==> config.mk <==
export PLATFORM = sky130hd
export DESIGN_NAME = mc_hazard_unit
export DESIGN_NICKNAME = d
export VERILOG_FILES = /design/src/rtl/hazard_pkg.sv /design/src/rtl/mc_scoreboard.sv /design/src/rtl/mc_hazard_unit.sv
export SDC_FILE = /design/constraint.sdc
export NUM_CORES = 1
export LEC_CHECK = 0
export CAP_MARGIN = 30
export CORE_ASPECT_RATIO = 1.4
export CORE_MARGIN = 1.5
export CORE_UTILIZATION = 37
export CTS_CLUSTER_SIZE = 10
export DETAILED_ROUTE_END_ITERATION = 6
export PLACE_DENSITY = 0.93
export REMOVE_ABC_BUFFERS = 1
export SLEW_MARGIN = 40
export SYNTH_ARGS = -nofsm -noshare
export SYNTH_HDL_FRONTEND = slang
export SYNTH_SLANG_ARGS = --single-unit
==> constraint.sdc <==
create_clock -name clk -period 2.82 [get_ports clk]
set_clock_uncertainty 0.15 [all_clocks]
set_input_delay 0.564 -clock clk [delete_from_list [all_inputs] [get_ports clk]]
set_output_delay 0.564 -clock clk [all_outputs]
set_load 0.05 [all_outputs]
==> src/rtl/hazard_pkg.sv <==
// Shared types for the 5-stage core hazard unit and its multi-cycle scoreboard.
// Forward-select encoding, stall-cause tags and multi-cycle latency limits.
package hazard_pkg;

    localparam int MC_LAT_MAX = 15;
    localparam int MC_CNT_W   = 4;

    typedef enum logic [1:0] {
        FWD_RF  = 2'b00,
        FWD_WB  = 2'b01,
        FWD_MEM = 2'b10
    } fwd_sel_t;

    typedef enum logic [1:0] {
        ST_NONE = 2'd0,
        ST_LW   = 2'd1,
        ST_BR   = 2'd2,
        ST_MC   = 2'd3
    } stall_cause_t;

endpackage

==> src/rtl/mc_scoreboard.sv <==
// Tracks the single in-flight multi-cycle write: countdown, destination,
// busy and done flags.
module mc_scoreboard
    import hazard_pkg::*;
#(
    parameter int REG_AW = 5,
    parameter int MC_LAT = 4
) (
    input  logic              clk,
    input  logic              reset,
    input  logic              start,
    input  logic [REG_AW-1:0] start_reg,
    output logic              busy,
    output logic              done,
    output logic [REG_AW-1:0] write_reg
);

    localparam logic [MC_CNT_W-1:0] LAT = MC_CNT_W'(MC_LAT);
    localparam logic [MC_CNT_W-1:0] ONE = MC_CNT_W'(1);

    logic [MC_CNT_W-1:0] cnt;

    // A new issue reloads even when busy, so the last writer wins.
    always_ff @(posedge clk or negedge reset) begin
        if (!reset) begin
            cnt       <= '0;
            write_reg <= '0;
        end else if (start) begin
            cnt       <= LAT;
            write_reg <= start_reg;
        end else if (cnt != '0) begin
            cnt <= cnt - ONE;
        end
    end

    assign busy = (cnt != '0);
    assign done = (cnt == ONE);

endmodule

==> src/rtl/mc_hazard_unit.sv <==
// Hazard unit: forwarding, load-use/branch stalls and multi-cycle scoreboard.
// Optional stall-cycle counter built when HAZARD_STALL_CNT_EN is defined.
module mc_hazard_unit
    import hazard_pkg::*;
#(
    parameter int REG_AW = 5,
    parameter int MC_LAT = 4,
    parameter int CNT_W  = 32
) (
    input  logic              clk,
    input  logic              reset,
    input  logic [REG_AW-1:0] rsD,
    input  logic [REG_AW-1:0] rtD,
    input  logic [REG_AW-1:0] WriteRegD,
    input  logic              RegWriteD,
    input  logic              BranchD,
    input  logic              McOpD,
    input  logic [REG_AW-1:0] rsE,
    input  logic [REG_AW-1:0] rtE,
    input  logic [REG_AW-1:0] rdE,
    input  logic [REG_AW-1:0] WriteRegE,
    input  logic              RegWriteE,
    input  logic              MemtoRegE,
    input  logic              McStartE,
    input  logic [REG_AW-1:0] WriteRegM,
    input  logic              RegWriteM,
    input  logic              MemtoRegM,
    input  logic [REG_AW-1:0] WriteRegW,
    input  logic              RegWriteW,
    output fwd_sel_t          ForwardAE,
    output fwd_sel_t          ForwardBE,
    output fwd_sel_t          ForwardCE,
    output logic              ForwardAD,
    output logic              ForwardBD,
    output logic              StallF,
    output logic              StallD,
    output logic              FlushE,
    output logic              McBusy,
    output logic              McDone,
    output logic [REG_AW-1:0] McWriteReg,
    output logic [CNT_W-1:0]  StallCyc
);

    logic lwstall;
    logic brstall;
    logic mcstall;
    logic stall;

    function automatic logic hit(
        input logic [REG_AW-1:0] src,
        input logic [REG_AW-1:0] dst,
        input logic              we
    );
        return we && (dst != '0) && (src == dst);
    endfunction

    // M wins over W: it holds the younger result.
    function automatic fwd_sel_t fwd_sel(
        input logic [REG_AW-1:0] src,
        input logic [REG_AW-1:0] wr_m,
        input logic              we_m,
        input logic [REG_AW-1:0] wr_w,
        input logic              we_w
    );
        if (hit(src, wr_m, we_m))
            return FWD_MEM;
        else if (hit(src, wr_w, we_w))
            return FWD_WB;
        else
            return FWD_RF;
    endfunction

    assign ForwardAE = fwd_sel(rsE, WriteRegM, RegWriteM,
                               WriteRegW, RegWriteW);
    assign ForwardBE = fwd_sel(rtE, WriteRegM, RegWriteM,
                               WriteRegW, RegWriteW);
    assign ForwardCE = fwd_sel(rdE, WriteRegM, RegWriteM,
                               WriteRegW, RegWriteW);

    assign ForwardAD = hit(rsD, WriteRegM, RegWriteM);
    assign ForwardBD = hit(rtD, WriteRegM, RegWriteM);

    assign lwstall = MemtoRegE && (rtE != '0)
                   && ((rsD == rtE) || (rtD == rtE));

    assign brstall = BranchD
        && (hit(rsD, WriteRegE, RegWriteE)
         || hit(rtD, WriteRegE, RegWriteE)
         || hit(rsD, WriteRegM, MemtoRegM)
         || hit(rtD, WriteRegM, MemtoRegM));

    // Structural on McOpD; RAW/WAW only against a non-zero destination.
    assign mcstall = McBusy
        && (McOpD
         || ((McWriteReg != '0)
          && ((rsD == McWriteReg)
           || (rtD == McWriteReg)
           || (RegWriteD && (WriteRegD == McWriteReg)))));

    assign stall  = lwstall || brstall || mcstall;
    assign StallF = stall;
    assign StallD = stall;
    assign FlushE = stall;

    mc_scoreboard #(
        .REG_AW (REG_AW),
        .MC_LAT (MC_LAT)
    ) u_sb (
        .clk       (clk),
        .reset     (reset),
        .start     (McStartE),
        .start_reg (WriteRegE),
        .busy      (McBusy),
        .done      (McDone),
        .write_reg (McWriteReg)
    );

`ifdef HAZARD_STALL_CNT_EN
    logic [CNT_W-1:0] stall_cnt;

    always_ff @(posedge clk or negedge reset) begin
        if (!reset)
            stall_cnt <= '0;
        else if (StallD && (stall_cnt != '1))
            stall_cnt <= stall_cnt + CNT_W'(1);
    end

    assign StallCyc = stall_cnt;
`else
    assign StallCyc = '0;
`endif

endmodule

==> flow_summary.toml <==
[logic_synthesis]
synth_mux_area_frac = 0.03383
ys_top_cells_by_count = "xor2_1 (47), buf_4 (35), xnor2_1 (30), nand3_1 (14)"
yosysMostFrequentCell = "xor2_1"
synth_top_cell_area_share = 0.2474
yosys.area.top_type = "xor2_1"
yosys.cell_types.count = 29
postSynth.asyncResetShare = 1.000
synth-xor-area-share = 0.4053
yosysWarningCount = 0
synth_top_family_by_area = "XOR/XNOR gates"
post_synth_inst_count = 202
netlist_area_before_placement_um2 = 1664
synth_fa_ha_area_frac = 0.02256
synth_simple_gate_area_frac = 0.1722
area_fraction_in_compound_gates_after_synthesis = 0.04060
synth_seq_area_share = 0.1353
synth_area_per_cell_um2 = 8.238
number_of_synthesized_flops_with_an_enable_pin = 0
yosys_register_bits = 9
synth.area.top_cells = "xor2_1 (25%), buf_4 (16%), xnor2_1 (16%)"
most_instantiated_flip_flop_cell_in_the_synthesis_netlist = "dfrtp_1"

[critical_path]
rr_startpoint = "u_sb.cnt[0]$_DFFE_PN0P_"
setup.worst_path.start = "RegWriteW"
arrival_ns = 2.09
worstSetupEndpointType = "primary output"
critical-path-max-stage-delay_ns = 0.47
crit_fanout = 3
timing.reg2reg.setup_slack_ns = 1.38
cp_data_required_time_ns = 2.11
worst_path_max_delay_cell = "clkdlybuf4s50_1"
path_cells = "clkdlybuf4s50_1 -> o21ai_1 -> or4_4 -> nor4_4 -> buf_12"
timing.critical_path.from_type = "primary input"
critPathKind = "primary input to primary output"

[pwr]
power.share.sequential = 0.178
intPower_uw = 560.1
switchingPower_uw = 533.1
comb_power_share = 0.683
total_leakage_power_nw = 1.298
ir_worst_vdd_mv = 0.4123
p_clk_frac = 0.139
fin_total_pwr_mw = 1.093
power_density_nw_per_um2 = 377.9
swShare = 0.4876

[placed_design]
detailedPlacementHpwl_mm = 4.500
post-place-ws_ns = -0.2151
place.gp.congestion = 0.9266
buffer_ports.inserted = 73

[sta]
worst_slew_pin_slew_ns = 0.4992
hold_slack_ns = 0.3975
setup_slack_ns = 0.01977
total_count_of_hold_check_failures_in_the_final_report = 0
max_slew_margin = 0.6662
fmax_mhz = 357.1
setup_viol = 0
timing.final.max_slew_violations = 0
fin_crit_ns = 2.800
setup_repair_after_global_routing_missed_its_margin = "yes"
final.period_utilization = 0.9930

[drt]
route.final.wire_length_mm = 6.388
ant_nets = 0
drt_iter0_markers = 59
vias_per_inst = 4.986
vias = 1840
detailedRoute.firstPassIterationCount = 4
drt-wirelength-per-cell_um = 17.31
count_of_unresolved_drc_violations_after_routing = 0

[grt]
grt_pass1_vias = 1909
grt_first_pass_wirelength_mm = 8.783
global_route_usage_sum = 0.2406
antenna_found_initial = 0
grt_remaining_overflow = 0
grt_start_max_net_pins = 10

[outcome]
result_of_the_run = "complete, no violations"

[floorplan]
floorplan.initialDensity = 0.3893
fp.coreArea_um2 = 4274
fp.dieW_um = 59.68
boundaryPins = 106
core.rowCount = 28
die_height_um = 82.35
die_area_um2 = 4915

[clocking]
worstSkewPairLatency_ns = 0.24
tritoncts = "done"
tritoncts_num_sinks = 9
clk_root_buffer_cell = "clkbuf_8"
htreeDepth = 1
cts_made_buffers = 3
cts_hold_buffers = 0
clock_tree.buffer_depth = 2
clock_pin_slew_worst_setup_and_hold_paths_ns = 0.05

[min_path]
holdCritStartpoint = "u_sb.cnt[3]$_DFFE_PN0P_"
holdCritPathClass = "flip-flop to flip-flop"

[finish]
diodes = 0
layout-area-overhead-vs-synth_pct = 73.83
final_net_count = 369
largest_register_ffs = 5
nFillCells = 344
layout.core_utilization = 0.6768
share_of_final_layout_standard_cells_stronger_than_drive_strength_1 = 0.3042

[job]
timing.max_cap.violations = 0
[layout by cell type (no fill, tap or decap), types with 6 or more instances in the layout]
master	n
buf_12	11
buf_4	40
clkdlybuf4s50_1	20
conb_1	32
dfrtp_1	9
dlygate4sd2_1	28
nand3_1	12
nor2_1	6
nor3_1	6
xnor2_1	27
xor2_1	47
[cell families after synthesis]
group	after synthesis
XOR/XNOR	77
AO/OA/AOI/OAI	10
adder cells (fa/ha/maj)	3
AND/OR/NAND/NOR	50
other	1
buffers and inverters	47
multiplexers	5
flip-flops	9
[area by class of cell]
| class | instances | area, um2 | area share |
|---|---|---|---|
| clock buffers | 3 | 41.29 | 0.01427 |
| clock inverters | 1 | 5.005 | 0.001730 |
| inverters | 2 | 7.507 | 0.002595 |
| multi-input cells | 177 | 1399 | 0.4836 |
| flip-flops and latches | 9 | 225.2 | 0.07785 |
| well taps | 60 | 75.07 | 0.02595 |
| repair buffers | 117 | 1140 | 0.3940 |
[critical path: cells and delay by family]
kind            cells  cell delay, ns
compound gates      1            0.13
buf+inv             2            0.65
simple gates        2            0.74
[power by group through the flow]
stage / Combinational, mW / Sequential [mW] / Clock, mW
global route: 0.792 / 0.198 / 0.168
CTS: 0.728 / 0.194 / 0.158
global placement: 0.696 / 0.193 / 0
finish: 0.747 / 0.194 / 0.152
detailed placement: 0.716 / 0.196 / 0
floorplan: 0.382 / 0.213 / 0
[layer usage]
| metal | wire [um] | track usage |
|---|---|---|
| met3 | 595 | 0.05763 |
| met5 | 0 | 0 |
| met4 | 332 | 0.1578 |
| met2 | 3322 | 0.4674 |
| met1 | 2137 | 0.2089 |
[through the flow]
stage / TNS (ns) / area, um2 / instances
2_1_floorplan: -5.328 / 1475 / 188
3_3_place_gp: -1.433 / 2691 / 361
3_5_place_dp: -1.810 / 2691 / 361
4_1_cts: 0 / 2828 / 367
5_1_grt: -0.1050 / 2893 / 369
6_report: 0 / 2893 / 369
[path summary, 6_finish.rpt]
kind                                                 endpoint  cells after the start
worst max-delay path                             ForwardBE[0]                      5
worst min-delay path                  u_sb.cnt[3]$_DFFE_PN0P_                      2
worst max register to register        u_sb.cnt[1]$_DFFE_PN0P_                      5
worst min register to register        u_sb.cnt[3]$_DFFE_PN0P_                      2
max in group asynchronous       u_sb.write_reg[1]$_DFFE_PN0P_                      1
min in group asynchronous       u_sb.write_reg[4]$_DFFE_PN0P_                      1
[repair_timing]
item	CTS	global route
pin swaps	18	24
setup buffers	3	2
endpoints found under the setup margin	11	10
resized for setup	62	26
Power figures use the tool's default switching activity.
